File: src/rtl/guitar_pkg.sv
// Shared types and widths for the per-lane note hit judge.
package guitar_pkg;

    typedef enum logic [1:0] {
        IDLE   = 2'd0,
        ARMED  = 2'd1,
        JUDGED = 2'd2
    } judge_state_t;

    localparam int SCORE_W     = 16;
    localparam int STREAK_W    = 8;
    localparam int PERFECT_TOL = 4;

endpackage

File: src/rtl/note_hit_judge_rise_detect.sv
// Registered rising-edge detector with an optional 2-flop input synchroniser.
module rise_detect #(
    parameter bit SYNC_EN = 1'b1
) (
    input  logic Clk,
    input  logic Reset,
    input  logic sig,
    output logic rise
);

    logic level;
    logic prev_p2;

    generate
        if (SYNC_EN) begin : g_sync
            logic sync_p0;
            logic sync_p1;
            always_ff @(posedge Clk) begin
                if (Reset) begin
                    sync_p0 <= 1'b0;
                    sync_p1 <= 1'b0;
                end else begin
                    sync_p0 <= sig;
                    sync_p1 <= sync_p0;
                end
            end
            assign level = sync_p1;
        end else begin : g_bypass
            assign level = sig;
        end
    endgenerate

    // edge stage: rise is registered, so it trails level by one cycle
    always_ff @(posedge Clk) begin
        if (Reset) begin
            prev_p2 <= 1'b0;
            rise    <= 1'b0;
        end else begin
            prev_p2 <= level;
            rise    <= level & ~prev_p2;
        end
    end

endmodule

File: src/rtl/note_hit_judge.sv
// Per-lane hit/miss/ghost judge with saturating score and combo streak.
// Optional macro JUDGE_PERFECT_EN adds perfect_pulse and double points near zone centre.
module note_hit_judge
    import guitar_pkg::*;
#(
    parameter logic [9:0]  HIT_Y_MIN   = 10'd400,
    parameter logic [9:0]  HIT_Y_MAX   = 10'd440,
    parameter logic [15:0] POINTS      = 16'd10,
    parameter logic [7:0]  STREAK_STEP = 8'd8,
    parameter logic [2:0]  MULT_MAX    = 3'd4
) (
    input  logic                Clk,
    input  logic                Reset,
    input  logic                frame_clk,
    input  logic                key_pressed,
    input  logic [9:0]          note_y_pos,
    input  logic                note_active,
    output logic                hit_pulse,
    output logic                miss_pulse,
    output logic                ghost_pulse,
    output logic [SCORE_W-1:0]  score,
    output logic [STREAK_W-1:0] streak,
    output logic [1:0]          judge_state
`ifdef JUDGE_PERFECT_EN
    ,
    output logic                perfect_pulse
`endif
);

    function automatic logic [SCORE_W-1:0] sat_score(input logic [SCORE_W-1:0] acc,
                                                     input logic [SCORE_W:0]   inc);
        logic [SCORE_W:0] sum;
        sum = {1'b0, acc} + inc;
        return sum[SCORE_W] ? {SCORE_W{1'b1}} : sum[SCORE_W-1:0];
    endfunction

    function automatic logic [STREAK_W-1:0] sat_streak(input logic [STREAK_W-1:0] s);
        return (s == {STREAK_W{1'b1}}) ? s : s + 1'b1;
    endfunction

    judge_state_t        state, state_nxt;
    logic                key_rise, frame_rise, active_q;
    logic                hit_nxt, miss_nxt, ghost_nxt;
    logic [SCORE_W-1:0]  score_nxt;
    logic [STREAK_W-1:0] streak_nxt;
    logic                in_zone, active_fall;
    logic [STREAK_W-1:0] step_idx;
    logic [STREAK_W:0]   mult_raw;
    logic [2:0]          mult;
    logic [SCORE_W:0]    hit_pts, award;

    rise_detect #(.SYNC_EN(1'b1)) u_key_rise (
        .Clk(Clk), .Reset(Reset), .sig(key_pressed), .rise(key_rise)
    );

    rise_detect #(.SYNC_EN(1'b0)) u_frame_rise (
        .Clk(Clk), .Reset(Reset), .sig(frame_clk), .rise(frame_rise)
    );

    assign in_zone     = (note_y_pos >= HIT_Y_MIN) && (note_y_pos <= HIT_Y_MAX);
    assign active_fall = active_q & ~note_active;

    // multiplier uses the streak before this hit is counted
    assign step_idx = streak / STREAK_STEP;
    assign mult_raw = {1'b0, step_idx} + 9'd1;
    assign mult     = (mult_raw >= {6'd0, MULT_MAX}) ? MULT_MAX : mult_raw[2:0];
    assign hit_pts  = {1'b0, POINTS} * {14'd0, mult};

`ifdef JUDGE_PERFECT_EN
    localparam logic [10:0] Y_MID = ({1'b0, HIT_Y_MIN} + {1'b0, HIT_Y_MAX}) >> 1;
    logic perfect_zone, perfect_nxt;
    assign perfect_zone = ({1'b0, note_y_pos} >= Y_MID - 11'(PERFECT_TOL)) &&
                          ({1'b0, note_y_pos} <= Y_MID + 11'(PERFECT_TOL));
    assign award = perfect_zone ? {hit_pts[SCORE_W-1:0], 1'b0} : hit_pts;
`else
    assign award = hit_pts;
`endif

    always_comb begin
        state_nxt  = state;
        score_nxt  = score;
        streak_nxt = streak;
        hit_nxt    = 1'b0;
        miss_nxt   = 1'b0;
        ghost_nxt  = 1'b0;
`ifdef JUDGE_PERFECT_EN
        perfect_nxt = 1'b0;
`endif
        case (state)
            IDLE: begin
                // a note already inside the zone is never armed
                if (note_active && (note_y_pos < HIT_Y_MIN)) state_nxt = ARMED;
                if (key_rise) ghost_nxt = 1'b1;
            end
            ARMED: begin
                if (key_rise && in_zone) begin
                    hit_nxt    = 1'b1;
                    score_nxt  = sat_score(score, award);
                    streak_nxt = sat_streak(streak);
                    state_nxt  = JUDGED;
`ifdef JUDGE_PERFECT_EN
                    perfect_nxt = perfect_zone;
`endif
                end else begin
                    if (key_rise) begin
                        ghost_nxt  = 1'b1;
                        streak_nxt = '0;
                    end
                    if ((frame_rise && (note_y_pos > HIT_Y_MAX)) || active_fall) begin
                        miss_nxt   = 1'b1;
                        streak_nxt = '0;
                        state_nxt  = JUDGED;
                    end
                end
            end
            JUDGED: begin
                if (!note_active) state_nxt = IDLE;
                if (key_rise) ghost_nxt = 1'b1;
            end
            default: state_nxt = IDLE;
        endcase
    end

    always_ff @(posedge Clk) begin
        if (Reset) begin
            state       <= IDLE;
            score       <= '0;
            streak      <= '0;
            hit_pulse   <= 1'b0;
            miss_pulse  <= 1'b0;
            ghost_pulse <= 1'b0;
            active_q    <= 1'b0;
`ifdef JUDGE_PERFECT_EN
            perfect_pulse <= 1'b0;
`endif
        end else begin
            state       <= state_nxt;
            score       <= score_nxt;
            streak      <= streak_nxt;
            hit_pulse   <= hit_nxt;
            miss_pulse  <= miss_nxt;
            ghost_pulse <= ghost_nxt;
            active_q    <= note_active;
`ifdef JUDGE_PERFECT_EN
            perfect_pulse <= perfect_nxt;
`endif
        end
    end

    assign judge_state = state;

endmodule

File: config.mk
export PLATFORM = sky130hd
export DESIGN_NAME = note_hit_judge
export DESIGN_NICKNAME = d
export VERILOG_FILES = /design/src/rtl/guitar_pkg.sv /design/src/rtl/note_hit_judge_rise_detect.sv /design/src/rtl/note_hit_judge.sv
export SDC_FILE = /design/constraint.sdc
export NUM_CORES = 1
export LEC_CHECK = 0
export ABC_AREA = 1
export CORE_MARGIN = 1.5
export CORE_UTILIZATION = 35
export CTS_CLUSTER_SIZE = 40
export DETAILED_ROUTE_END_ITERATION = 12
export MAX_ROUTING_LAYER = met4
export PLACE_DENSITY = 0.61
export SYNTH_ARGS = -nofsm -noshare
export SYNTH_HDL_FRONTEND = slang
export SYNTH_SLANG_ARGS = --single-unit
File: constraint.sdc
create_clock -name Clk -period 6.52 [get_ports Clk]
set_clock_uncertainty 0.1 [all_clocks]
set_input_delay 1.304 -clock Clk [delete_from_list [all_inputs] [get_ports Clk]]
set_output_delay 1.304 -clock Clk [all_outputs]
set_load 0.05 [all_outputs]
Word-level counts from Yosys, hierarchy flattened
Index checks and enable logic that the tools add are counted.

Flip-flop bits (word level): 36. ROM bits: 0. Input port bits: 15. Memories: 0. Word-level logic and storage cells: 65. Output and inout port bits: 29. RAM bits: 0. Latch bits: 0.

Multiplexer cells: 16. Shifts and indexed selects: 0. $add $sub $neg: 3. Bitwise logic cells: 7. Eq/ne operators: 7. Multipliers: 1. Order comparisons: 5. Divide/modulo/power cells: 0. Reductions and logical operators: 13.

Operators with widths (count): 8-bit 2-to-1 mux (4); 16-bit by 7-bit adder with 17-bit output (1); 16-bit 2-to-1 mux (1); 10-bit by 9-bit greater-or-equal comparator with 1-bit output (second input constant) (1); 10-bit by 9-bit > comparator with 1-bit output (second input constant) (1); 10-bit by 9-bit <= comparator with 1-bit output (second input constant) (1); 10-bit by 9-bit < comparator with 1-bit output (second input constant) (1); 8-bit by 1-bit adder with 8-bit output (second input constant) (1); 8-bit == test (second input constant) (1); 2-bit 2-to-1 mux (4); 5-bit by 1-bit adder with 6-bit output (second input constant) (1); 6-bit by 3-bit greater-or-equal comparator with 1-bit output (second input constant) (1); 3-bit by 3-bit multiplier with 6-bit output (first input constant) (1); 2-bit inequality test (second input constant) (3); 2-bit one-hot mux with 3 select lines (1); 3-bit AND reduction (2); 1-bit logical AND (4); 1-bit 2-to-1 mux (4); 1-bit inverter (4); 2-bit OR reduction (2); 1-bit bitwise AND (3); 3-bit 2-to-1 mux (1); 3-bit inequality test (second input constant) (1); 3-bit nonzero test (1); other kinds (7) (7).

Depth between registers and ports, before layout
Gate-level depths: netlist (run 1).

Word-level depth: 6. Depth in mapped cells: 20. Depth with buffers taken out: 20.

Hierarchy
From an unflattened synthesis (run 1), not the netlist that was laid out.

Cells, all modules: 329. Area, all modules: 2422.3 um2.

Modules (own cells, without submodules): note_hit_judge (cells each 311, times used 1, area each 2247.2 um2, sequential area each 600.6 um2); rise_detect (u_key_rise) (cells each 12, times used 1, area each 115.1 um2, sequential area each 80.1 um2); rise_detect (u_frame_rise) (cells each 6, times used 1, area each 60.1 um2, sequential area each 40.0 um2).

Worst setup path before layout (run 1)
OpenSTA, ideal clock, no wires.

Path type: flip-flop to flip-flop. Start point: register streak[3]. End point: register score[11]. Required time: 6.281 ns. Cell stages (with the launch flop): 19. Data arrival time: 3.225 ns. Setup time: 0.139 ns. Clock period less this slack: 3.464 ns. Path buffers: 0. Path slack: 3.056 ns. Cell sequence: dfxtp_1 -> ha_1 -> nand2_1 -> a21oi_1 -> o22ai_1 -> nor3_1 -> inv_1 -> ha_1 -> ha_1 -> ha_1 -> ha_1 -> a21oi_1 -> o21ai_1 -> inv_1 -> nand2_2 -> nand2_4 -> nand3_1 -> nand2_2 -> a21oi_2.

Word-level cells in the longest chain between the ends: 6.

RTL lines: start: declaration (line note_hit_judge.sv:22) `output logic [STREAK_W-1:0] streak,`; start signal: assignment (line note_hit_judge.sv:139) `streak <= streak_nxt;`; 5-bit by 1-bit adder with 6-bit output (*) (line note_hit_judge.sv:65) `assign mult_raw = {1'b0, step_idx} + 9'd1;`; 6-bit by 3-bit greater-or-equal comparator with 1-bit output (line note_hit_judge.sv:66) `assign mult = (mult_raw >= {6'd0, MULT_MAX}) ? MULT_MAX : mult_raw[2:0];`; 3-bit 2-to-1 mux (*) (line note_hit_judge.sv:66); 3-bit by 3-bit multiplier with 6-bit output (*) (line note_hit_judge.sv:67) `assign hit_pts = {1'b0, POINTS} * {14'd0, mult};`; 16-bit by 7-bit adder with 17-bit output (*) (line note_hit_judge.sv:33) `sum = {1'b0, acc} + inc;`; 16-bit 2-to-1 mux (*) (line note_hit_judge.sv:34) `return sum[SCORE_W] ? {SCORE_W{1'b1}} : sum[SCORE_W-1:0];`; end signal: assignment (line note_hit_judge.sv:138) `score <= score_nxt;`; end: declaration (line note_hit_judge.sv:21) `output logic [SCORE_W-1:0] score,`.

Every way passes the cells marked *; elsewhere a longest branch is shown, timed or not. A chain may end at the register's enable or synchronous reset.

Worst setup path after layout (run 1)
Start point: register streak[3]. End point: register score[8].

Same word-level chain as after synthesis.

==> results of run 1 <==
-- worst max-delay path by stage --
stage	from	slack [ns]	end	cells past startpoint
after floorplan	streak[3]$_SDFFE_PP0P_	3.06	score[11]$_SDFFE_PP0P_	18
after global placement	streak[3]$_SDFFE_PP0P_	3.20	score[11]$_SDFFE_PP0P_	19
after detailed placement	streak[3]$_SDFFE_PP0P_	3.10	score[8]$_SDFFE_PP0P_	19
after CTS	streak[3]$_SDFFE_PP0P_	3.08	score[8]$_SDFFE_PP0P_	19
after global routing	streak[3]$_SDFFE_PP0P_	2.71	score[8]$_SDFFE_PP0P_	19
final	streak[3]$_SDFFE_PP0P_	3.11	score[8]$_SDFFE_PP0P_	19
-- area by class of cell --
class	instances	area, sq um
well taps	96	120
clock buffers	6	72.6
repair buffers	44	438
fillers	713	3730
flip-flops and latches	36	721
inverters	55	211
multi-input cells	256	1470
clock inverters	2	35.0
-- worst max-delay path, cell delays in order, from the launching register on --
cell and delay [ns]:
dfxtp_1 0.48, ha_1 0.24, nand2_1 0.09, a21oi_1 0.12
o22ai_1 0.07, nor3_1 0.20, inv_1 0.11, nor2_1 0.15
ha_1 0.16, ha_1 0.15, ha_1 0.23, ha_1 0.34
a21oi_1 0.21, o21ai_1 0.10, inv_1 0.09, nand2_2 0.09
nand2_4 0.14, nand3_1 0.11, nand2_2 0.07, a21oi_2 0.05
-- kinds of logic after synthesis --
| group | synth area share [%] |
|---|---|
| buffers and inverters | 11.2 |
| flip-flops | 29.3 |
| adder cells (fa/ha/maj) | 6.91 |
| AND/OR/NAND/NOR | 41.0 |
| AO/OA/AOI/OAI | 8.74 |
| XOR/XNOR | 2.85 |
-- per-layer routing --
metal  vias up  share of wire (%)  routed length [um]
li1       1213                  -                   -
met1      1047                 48                2720
met2        49                 46                2590
met3         7                4.3                 243
met4         0                1.3                  72
met5         -                  0                   0
-- power by group through the flow --
stage	clock (W)	combinational, W	sequential [W]
CTS	0.000203	0.0000685	0.000228
global route	0.000209	0.0000753	0.000229
detailed placement	0	0.0000683	0.000233
finish	0.000196	0.0000682	0.000228
global placement	0	0.0000674	0.000233
floorplan	0	0.0000366	0.000242
-- stage by stage --
stage               power (W)  util, %  std cells  area [sq um]  setup slack (ns)
floorplan            0.000279        -        355          2460              3.06
global placement     0.000301     43.5        487          2960              3.20
detailed placement   0.000302     43.5        487          2960              3.10
CTS                  0.000499     45.1        495          3060              3.08
global route         0.000513     45.1        495          3060              2.71
finish               0.000492     45.1        495          3060              3.11
-- flip-flops by register name, summed over array words and instances (netlist names) --
signal and flops:
judge_state 2, ghost_pulse 1, active_q 1, u_key_rise.prev_p2 1
miss_pulse 1, hit_pulse 1, score 16, u_frame_rise.rise 1
u_key_rise.g_sync.sync_p1 1, streak 8, u_frame_rise.prev_p2 1, u_key_rise.g_sync.sync_p0 1
u_key_rise.rise 1
-- synthesized netlist by cell type, types with 2 or more instances --
cell / count / share of area (%)
dfxtp_1: 36 / 29
buf_2: 2 / 0.41
a21oi_1: 13 / 2.6
nand3_1: 29 / 5.9
nand2_1: 88 / 13
o21ai_0: 6 / 1.2
nor3_1: 6 / 1.2
nand3b_1: 2 / 0.61
xor2_1: 6 / 2.1
ha_1: 12 / 6.1
xnor2_1: 2 / 0.71
nand2_2: 14 / 3.6
nand2_4: 2 / 0.91
nand4_1: 10 / 2.5
inv_1: 53 / 8.1
buf_12: 2 / 1.6
a21oi_2: 10 / 3.6
clkbuf_1: 3 / 0.46
nor2_1: 35 / 5.3
o21ai_1: 2 / 0.41
nor2_4: 2 / 0.91
==> out/metrics.cfg, run 1 <==
[critical_path]
start_kind = register
end_kind = register
crit_fanout = 10
worstPathArrival_ns = 3.49
reg2reg_from = streak[3]$_SDFFE_PP0P_
path_class = reg -> reg
reg2regPathDepth = 19
cp.required_ns = 6.60
regToRegEndpoint = score[8]$_SDFFE_PP0P_
ff2ff_setup_slack_ns = 3.11

[routing]
drc_errors = 0
drt_wl_total_um = 5620
ant_nets = 0
wl_per_cell_um = 11.4
drt-initial-drc-count = 60
dr.pass1.iters = 4
via_per_inst = 4.68
vias = 2316

[clock_tree]
clock_latency_ns = 0.29
cts.repair.resized = 0
clk_pin_slew_ns = 0.07
cts-root-buf = clkbuf_8
cts_sinks = 36
cts_hold_buffers = 0
clk_path_buf_depth = 2
cts_setup_buffers = 0
h-tree-depth = 2
cts_tree = built
cts_buffers = 5

[timing]
hold_violations = 0
fin_tns_setup_ns = 0
max_freq_mhz = 293
slew_viol_final = 0
relSlewSlack_pct = 64.8
fin_crit_ns = 3.41
tightest_slew_ns = 0.527
min_period_over_period_pct = 52.3
whs_ns = 0.290
grt_setup_unrepaired = false
finalSetupViolations = 0

[power]
swShare_pct = 25.9
p_int_w = 0.000365
seq_power_share_pct = 46.4
p_per_area_mw_per_mm2 = 161
p_comb_share_pct = 13.9
ir_worst_vdd_v = 0.0000664
net-switching-power_w = 0.000128
clockPowerShare_pct = 39.8
power.leakage_nw = 1.40

[logic_synthesis]
synthesis.area_sq_mm = 0.00246
synth_edf_count = 0
synthArstFlopShare_pct = 0
synth_cell_types = 41
ys_seq_area_share_pct = 29.3
syn_area_per_cell_sq_um = 6.94
ys.warnings.count = 0
synth_flop_cell = dfxtp_1
synth_seq_cells = 36
synth_fp_nets = 383
synthCells = 355

[die]
fp.dieH_um = 86.9
initial_core_util_pct = 36.2
std_cell_rows = 30
coreArea_sq_mm = 0.00679
dieArea_sq_mm = 0.00755
fp.dieW_um = 86.9
ios = 44

[hold_path]
hold_depth = 1
hp-class = reg -> reg
min_from = u_key_rise.prev_p2$_SDFF_PP0_
min_to = u_key_rise.rise$_SDFF_PP0_

[layout]
layout_commonest_cell = nand2_1
drive_gt1_share_pct = 12.3
num_antenna_cells = 0
nets = 426
syn2layout_area_growth_pct = 24.4
final_cell_mix = 88 x nand2_1, 53 x inv_1, 43 x clkdlybuf4s50_1

[place]
dp_hpwl_um = 4160
gp_congestion = 0.914
port_buffers = 43

[grt]
grt_busiest_layer = met2
grt_pass1_wl_um = 9390
grt_use_total_pct = 16.3
grt_max_degree = 25
use_met3_pct = 3.41
grt_util_met1_pct = 19.4
antenna_found_initial = 0
met2_usage_pct = 27.3
grt_pass1_vias = 2141
grt_overflow = 0

[flow_run]
maxCapViolations = 0

[outcome]
status = completed

No activity file was read; power rests on OpenSTA's default activity.
==> run 2, diff against run 1 <==
--- a/config.mk
+++ b/config.mk
@@ -11,7 +11,7 @@
 export CTS_CLUSTER_SIZE = 40
 export DETAILED_ROUTE_END_ITERATION = 12
 export MAX_ROUTING_LAYER = met4
-export PLACE_DENSITY = 0.61
+export PLACE_DENSITY = 0.63
 export SYNTH_ARGS = -nofsm -noshare
 export SYNTH_HDL_FRONTEND = slang
 export SYNTH_SLANG_ARGS = --single-unit
==> constraint.sdc (replaced) <==
create_clock -name Clk -period 2.8 [get_ports Clk]
set_clock_uncertainty 0.1 [all_clocks]
set_input_delay 0.56 -clock Clk [delete_from_list [all_inputs] [get_ports Clk]]
set_output_delay 0.56 -clock Clk [all_outputs]
set_load 0.05 [all_outputs]
==> out/metrics.cfg, run 2 (synthesis results as in run 1) <==
[grt]
grt_max_degree = 24  ; -4.0%
grt_overflow = 0  ; unchanged
grt_pass1_vias = 2384  ; +11%
grt_use_total_pct = 17.7  ; +1.5 points
grt_pass1_wl_um = 10400  ; +10%
antenna_found_initial = 0  ; unchanged

[die]
fp.dieW_um = 86.9  ; unchanged
coreArea_sq_mm = 0.00679  ; unchanged
std_cell_rows = 30  ; unchanged
fp.dieH_um = 86.9  ; unchanged
dieArea_sq_mm = 0.00755  ; unchanged
ios = 44  ; unchanged
initial_core_util_pct = 36.2  ; unchanged

[place]
gp_congestion = 0.891  ; -2.5%
port_buffers = 43  ; unchanged
dp_hpwl_um = 4430  ; +6.5%
dp_cells = 507  ; +4.1%

[layout]
n_fill_cell = 648  ; -9.1%
syn2layout_area_growth_pct = 43.7
layout_commonest_cell = nand2_1
fin_cells = 523  ; +5.7%
drive_gt1_share_pct = 28.8  ; +17 points
top_register = score
largest_reg_flops = 16  ; unchanged
num_antenna_cells = 0  ; unchanged
nets = 454  ; +6.6%
final_cell_mix = 77 x nand2_1, 51 x inv_1, 43 x clkdlybuf4s50_1

[clock_tree]
h-tree-depth = 2  ; unchanged
clock_latency_ns = 0.29  ; about the same
cts_tree = built
cts_buffers = 5  ; unchanged
cts_hold_buffers = 0  ; unchanged
clk_pin_slew_ns = 0.08  ; about the same
clk_path_buf_depth = 2  ; unchanged
cts_sinks = 36  ; unchanged
cts-root-buf = clkbuf_8

[outcome]
violations = negative setup slack
status = finished, violations left

[critical_path]
reg2regPathDepth = 18  ; -1
end_kind = register
crit_buf_inv = 2  ; unchanged
critPathMaxStageDelay_ns = 0.36  ; -0.12 ns
ff2ff_setup_slack_ns = -0.13  ; -3.24 ns
start_kind = register
crit_fanout = 5  ; -5
slowest_stage = dfxtp_4
cp_common_cell = ha_4
regToRegEndpoint = score[10]$_SDFFE_PP0P_
path_class = reg -> reg
reg2reg_from = streak[4]$_SDFFE_PP0P_
path_cells = ha_4, nor2_1, o22ai_2, nor3_2, inv_2, nor2_4, ha_4, ha_4, ha_4, ha_4, a21oi_4, o21ai_2, inv_2, nand2_4, nand2_2, o21ai_2, nand2_1, nor2_1
crit_family = adder cells
worstPathArrival_ns = 3.06  ; -0.43 ns
cp.required_ns = 2.93  ; -3.67 ns

[routing]
dr.pass1.iters = 4  ; unchanged
drc_errors = 0  ; unchanged
drt_wl_total_um = 6280  ; +12%
drt-initial-drc-count = 58  ; -3.3%
via_per_inst = 4.70  ; +0.49%
wl_per_cell_um = 12.0  ; +5.7%
vias = 2459  ; +6.2%
ant_nets = 0  ; unchanged

[power]
ir_worst_vdd_v = 0.000168  ; +150%
power.leakage_nw = 1.59  ; +13%
p_per_area_mw_per_mm2 = 331  ; +110%

[timing]
fin_crit_ns = 2.93  ; -0.482 ns
grt_setup_unrepaired = true
min_period_over_period_pct = 105  ; +52 points
whs_ns = 0.294  ; +0.00454 ns
worst_slack_ns = -0.131  ; -3.24 ns
tightest_slew_ns = 0.501  ; -0.0261 ns
finalSetupViolations = 16  ; +16
relSlewSlack_pct = 66.5  ; +1.7 points
slew_viol_final = 0  ; unchanged
hold_violations = 0  ; unchanged
max_freq_mhz = 341  ; +16%

[hold_path]
hold_depth = 1  ; unchanged
min_from = u_frame_rise.prev_p2$_SDFF_PP0_
hp-class = reg -> reg
min_to = u_frame_rise.rise$_SDFF_PP0_

[flow_run]
maxCapViolations = 0  ; unchanged

==> run 2: cell count changes in the layout (fill, tap and decap cells not counted), sizes merged <==
cell / change
buf: +27
bufinv: -1
clkbuf: +1
nand2: +1
==> run 2: layout make-up <==
class | instances | area [sq um] | share of cell area (%)
tap | 96 | 120 | 3.39
clock buffer | 7 | 97.6 | 2.76
multi-input combinational | 257 | 1730 | 48.9
inverter | 55 | 211 | 5.98
timing repair buffer | 71 | 641 | 18.1
clock inverter | 1 | 5.00 | 0.141
sequential | 36 | 734 | 20.8
==> run 2: repair_timing <==
item / 4_1_cts / 5_1_grt
pin swaps: 15 / 7
setup buffers: 4 / 3
gates cloned: 1 / 0
gates resized for setup: 18 / 17
endpoints found under the setup margin: 16 / 16
==> run 2: report_power, final <==
| group | switching (W) | internal (W) |
|---|---|---|
| registers | 0.00000812 | 0.000521 |
| clock network | 0.000197 | 0.000229 |
| logic | 0.000117 | 0.000100 |
==> run 2: worst max path at each step <==
stage	startpoint	endpoint	slack, ns	cells after the start
finish	streak[4]$_SDFFE_PP0P_	score[10]$_SDFFE_PP0P_	-0.13	18
floorplan	streak[3]$_SDFFE_PP0P_	score[13]$_SDFFE_PP0P_	-0.20	19
detailed placement	streak[4]$_SDFFE_PP0P_	score[14]$_SDFFE_PP0P_	-0.28	19
global placement	streak[4]$_SDFFE_PP0P_	score[13]$_SDFFE_PP0P_	-0.14	19
CTS	streak[4]$_SDFFE_PP0P_	score[10]$_SDFFE_PP0P_	-0.18	19
global route	streak[4]$_SDFFE_PP0P_	score[14]$_SDFFE_PP0P_	-0.31	19
==> run 2: worst reg2reg max path, delay by kind of cell, from the launching register on <==
kind	cells	cell delay (ns)
DFF	1	0.36
AOI/OAI and AO/OA	4	0.44
buffers and inverters	2	0.17
adders and majority gates	5	0.97
and+or+nand+nor	7	0.87
==> run 2: metrics by stage <==
stage | TNS (ns) | cell area, sq um | setup WS (ns) | utilization [%] | total power [W]
after floorplan | -2.65 | 2580 | -0.202 | - | 0.000664
after global placement | -1.92 | 3220 | -0.139 | 47.5 | 0.000735
after detailed placement | -3.69 | 3220 | -0.276 | 47.5 | 0.000739
after CTS | -2.16 | 3430 | -0.177 | 50.6 | 0.00117
after global routing | -4.13 | 3540 | -0.307 | 52.1 | 0.00122
final | -1.44 | 3540 | -0.131 | 52.1 | 0.00117
==> run 2: routing by layer <==
metal	GRT usage, %	wire length, um
met1	20.6	2820
met2	31.4	3100
met5	-	0
met4	4.99	61
met3	2.94	294
==> run 3, diff against run 2 <==
--- a/config.mk
+++ b/config.mk
@@ -5,13 +5,12 @@
 export SDC_FILE = /design/constraint.sdc
 export NUM_CORES = 1
 export LEC_CHECK = 0
-export ABC_AREA = 1
 export CORE_MARGIN = 1.5
 export CORE_UTILIZATION = 35
 export CTS_CLUSTER_SIZE = 40
 export DETAILED_ROUTE_END_ITERATION = 12
 export MAX_ROUTING_LAYER = met4
-export PLACE_DENSITY = 0.63
+export PLACE_DENSITY = 0.66
 export SYNTH_ARGS = -nofsm -noshare
 export SYNTH_HDL_FRONTEND = slang
 export SYNTH_SLANG_ARGS = --single-unit
==> out/metrics.cfg, run 3 <==
[outcome]
violations = negative setup slack
status = finished, violations left

[critical_path]
cp.required_ns = 2.89  ; -0.04 ns
end_kind = register
path_class = reg -> reg
worstPathArrival_ns = 3.23  ; +0.17 ns
reg2reg_from = streak[4]$_SDFFE_PP0P_
crit_path_start = streak[4]$_SDFFE_PP0P_
start_kind = register
crit_fanout = 5  ; unchanged

[clock_tree]
h-tree-depth = 2  ; unchanged
cts_tree = built
cts-root-buf = clkbuf_8
cts_buffers = 5  ; unchanged
cts_hold_buffers = 0  ; unchanged
clk_pin_slew_ns = 0.08  ; about the same
clock_latency_ns = 0.30  ; about the same
cts_sinks = 36  ; unchanged
clk_path_buf_depth = 2  ; unchanged

[logic_synthesis]
synth_top_cells_by_area = dfxtp_1 38%, ha_1 7.9%, a211oi_1 4.0%, a21oi_1 4.0%, nor2_1 3.8%
ys_top_cells_by_count = 36 x dfxtp_1, 19 x nor2_1, 17 x nand2_1, 15 x a21oi_1, 12 x ha_1
netlist.area_leader.share_pct = 37.9  ; +8.7 points
syn_area_per_cell_sq_um = 8.79  ; +27%
synth_most_common_cell = dfxtp_1
yosysTopAreaCell = dfxtp_1
synthesis.area_sq_mm = 0.00190  ; -23%
synthArstFlopShare_pct = 0  ; unchanged
synth_seq_cells = 36  ; unchanged
ys.warnings.count = 0  ; unchanged
synth_edf_count = 0  ; unchanged
synth_flop_cell = dfxtp_1
ys_seq_area_share_pct = 37.9  ; +8.7 points
synth_fp_nets = 244  ; -36%
synthCells = 216  ; -39%
synth_cell_types = 48  ; +17%

[layout]
syn2layout_area_growth_pct = 58.8
num_antenna_cells = 0  ; unchanged
n_fill_cell = 453  ; -30%
top_register = score
fin_cells = 367  ; -30%
nets = 324  ; -29%
finish.instance_area_sq_mm = 0.00302  ; -15%
seq_area_sq_um = 732  ; -0.34%
multi_input_area_sq_mm = 0.00135  ; -22%
layout_commonest_cell = clkdlybuf4s50_1
final_cell_mix = 43 x clkdlybuf4s50_1, 33 x dfxtp_1, 33 x buf_4
largest_reg_flops = 16  ; unchanged
drive_gt1_share_pct = 29.3  ; +0.49 points

[grt]
met2_usage_pct = 28.2  ; -3.1 points
grt_busiest_layer = met2
grt_overflow = 0  ; unchanged
antenna_found_initial = 0  ; unchanged
use_met3_pct = 3.93  ; +0.99 points
grt_max_degree = 16  ; -33%
grt_use_total_pct = 17.7  ; -0.025 points
grt_util_met1_pct = 22.5  ; +1.9 points
grt_pass1_vias = 1767  ; -26%
grt_pass1_wl_um = 8170  ; -21%

[timing]
min_period_over_period_pct = 112  ; +7.4 points
fin_crit_ns = 3.14  ; +0.208 ns
finalSetupViolations = 16  ; unchanged
tightest_slew_ns = 0.500  ; -0.00103 ns
fin_tns_setup_ns = -4.10  ; -2.66 ns
slew_viol_final = 0  ; unchanged
grt_setup_unrepaired = true
max_freq_mhz = 319  ; -6.6%
relSlewSlack_pct = 66.6  ; +0.069 points
worst_slack_ns = -0.339  ; -0.208 ns
hold_violations = 0  ; unchanged

[hold_path]
min_from = u_frame_rise.prev_p2$_SDFF_PP0_
hp-class = reg -> reg

[power]
ir_worst_vdd_v = 0.000281  ; +67%
p_per_area_mw_per_mm2 = 351  ; +6.0%
power.leakage_nw = 1.15  ; -28%

[routing]
wl_per_cell_um = 13.3  ; +11%
dr.pass1.iters = 4  ; unchanged
vias = 1873  ; -24%
drt-initial-drc-count = 78  ; +34%
via_per_inst = 5.10  ; +8.5%
ant_nets = 0  ; unchanged
drt_wl_total_um = 4880  ; -22%
drc_errors = 0  ; unchanged

[die]
fp.dieW_um = 76.7  ; -12%
fp.dieH_um = 76.7  ; -12%
dieArea_sq_mm = 0.00588  ; -22%
std_cell_rows = 26  ; -13%
coreArea_sq_mm = 0.00517  ; -24%
ios = 44  ; unchanged
initial_core_util_pct = 36.7  ; +0.48 points

[flow_run]
maxCapViolations = 0  ; unchanged

[place]
gp_congestion = 0.904  ; +1.4%
port_buffers = 43  ; unchanged
place_ws_ns = -0.351  ; -0.0748 ns
dpl_cell_area_sq_mm = 0.00271  ; -16%
dp_hpwl_um = 3560  ; -20%
dp_cells = 354  ; -30%

==> run 3: cell count changes after synthesis, moves of 5 or more <==
cell and change:
a211oi_1 +10, a31oi_1 +5, inv_1 -47, nor2_1 -16, nand3_1 -23, o21ai_0 +5
nand4_1 -6, nand2_1 -71, nor2b_1 +10, a21oi_2 -10, nand2_2 -13
==> run 3: where the power goes <==
group / total, W / switching [W] / internal, W
sequential: 0.000518 / 0.00000317 / 0.000515
clock: 0.000469 / 0.000205 / 0.000264
combinational: 0.0000728 / 0.0000366 / 0.0000361
total: 0.00106 / 0.000244 / 0.000815
==> run 3: path summary, 6_finish.rpt <==
check | endpoint | slack, ns | cells after the start
setup / recovery | score[4]$_SDFFE_PP0P_ | -0.34 | 18
hold / removal | u_frame_rise.rise$_SDFF_PP0_ | 0.28 | 1
setup reg to reg | score[4]$_SDFFE_PP0P_ | -0.34 | 18
hold reg to reg | u_frame_rise.rise$_SDFF_PP0_ | 0.28 | 1
==> run 3: timing repair <==
item / in CTS / in global routing
buffers inserted: 3 / 2
cloned: 0 / 0
endpoints found under the setup margin: 16 / 16
pin swaps: 18 / 19
hold endpoints to repair: 0 / 0
gates resized for setup: 16 / 23
==> run 3: cell families after synthesis <==
group                      share of synthesized area, %
and+or+nand+nor                                    23.7
AOI/OAI and AO/OA                                  22.8
DFF                                                37.9
adders and majority gates                          8.96
buffers and inverters                              2.44
xor gates and xnor gates                           4.15
==> run 3: critical path, cell delays in order (launching register included) <==
cell	delay (ns)
dfxtp_4	0.37
ha_4	0.14
nand2_2	0.05
a21oi_2	0.10
nor2_2	0.05
nor3_2	0.22
inv_2	0.11
nor2_4	0.12
ha_4	0.14
ha_4	0.12
ha_4	0.19
ha_4	0.22
a21o_1	0.21
a21o_1	0.19
o21ai_2	0.18
buf_4	0.15
nor2_4	0.05
nor2_4	0.21
a211oi_1	0.10
==> run 3: area by class of cell <==
| cell class | count | area share, % |
|---|---|---|
| flip-flops and latches | 36 | 24.3 |
| repair buffers | 79 | 23.6 |
| inverters | 6 | 0.747 |
| clock buffers | 5 | 2.28 |
| clock inverters | 3 | 1.37 |
| multi-input cells | 168 | 44.8 |
| well taps | 70 | 2.90 |
==> run 3: per-stage QoR <==
step                hold WS, ns  power, W  util, %
finish                    0.284   0.00106     58.3
floorplan                 0.267  0.000564        -
detailed placement        0.273  0.000602     52.4
CTS                       0.284   0.00107     56.3
global route              0.303   0.00110     58.3
global placement          0.272  0.000601     52.4
==> run 3: metal layers <==
layer	routed length, um	vias to the layer above	share of wire (%)
li1	-	956	-
met1	2300	876	47
met2	2330	36	48
met3	184	5	3.8
met4	57	0	1.2
met5	0	-	0
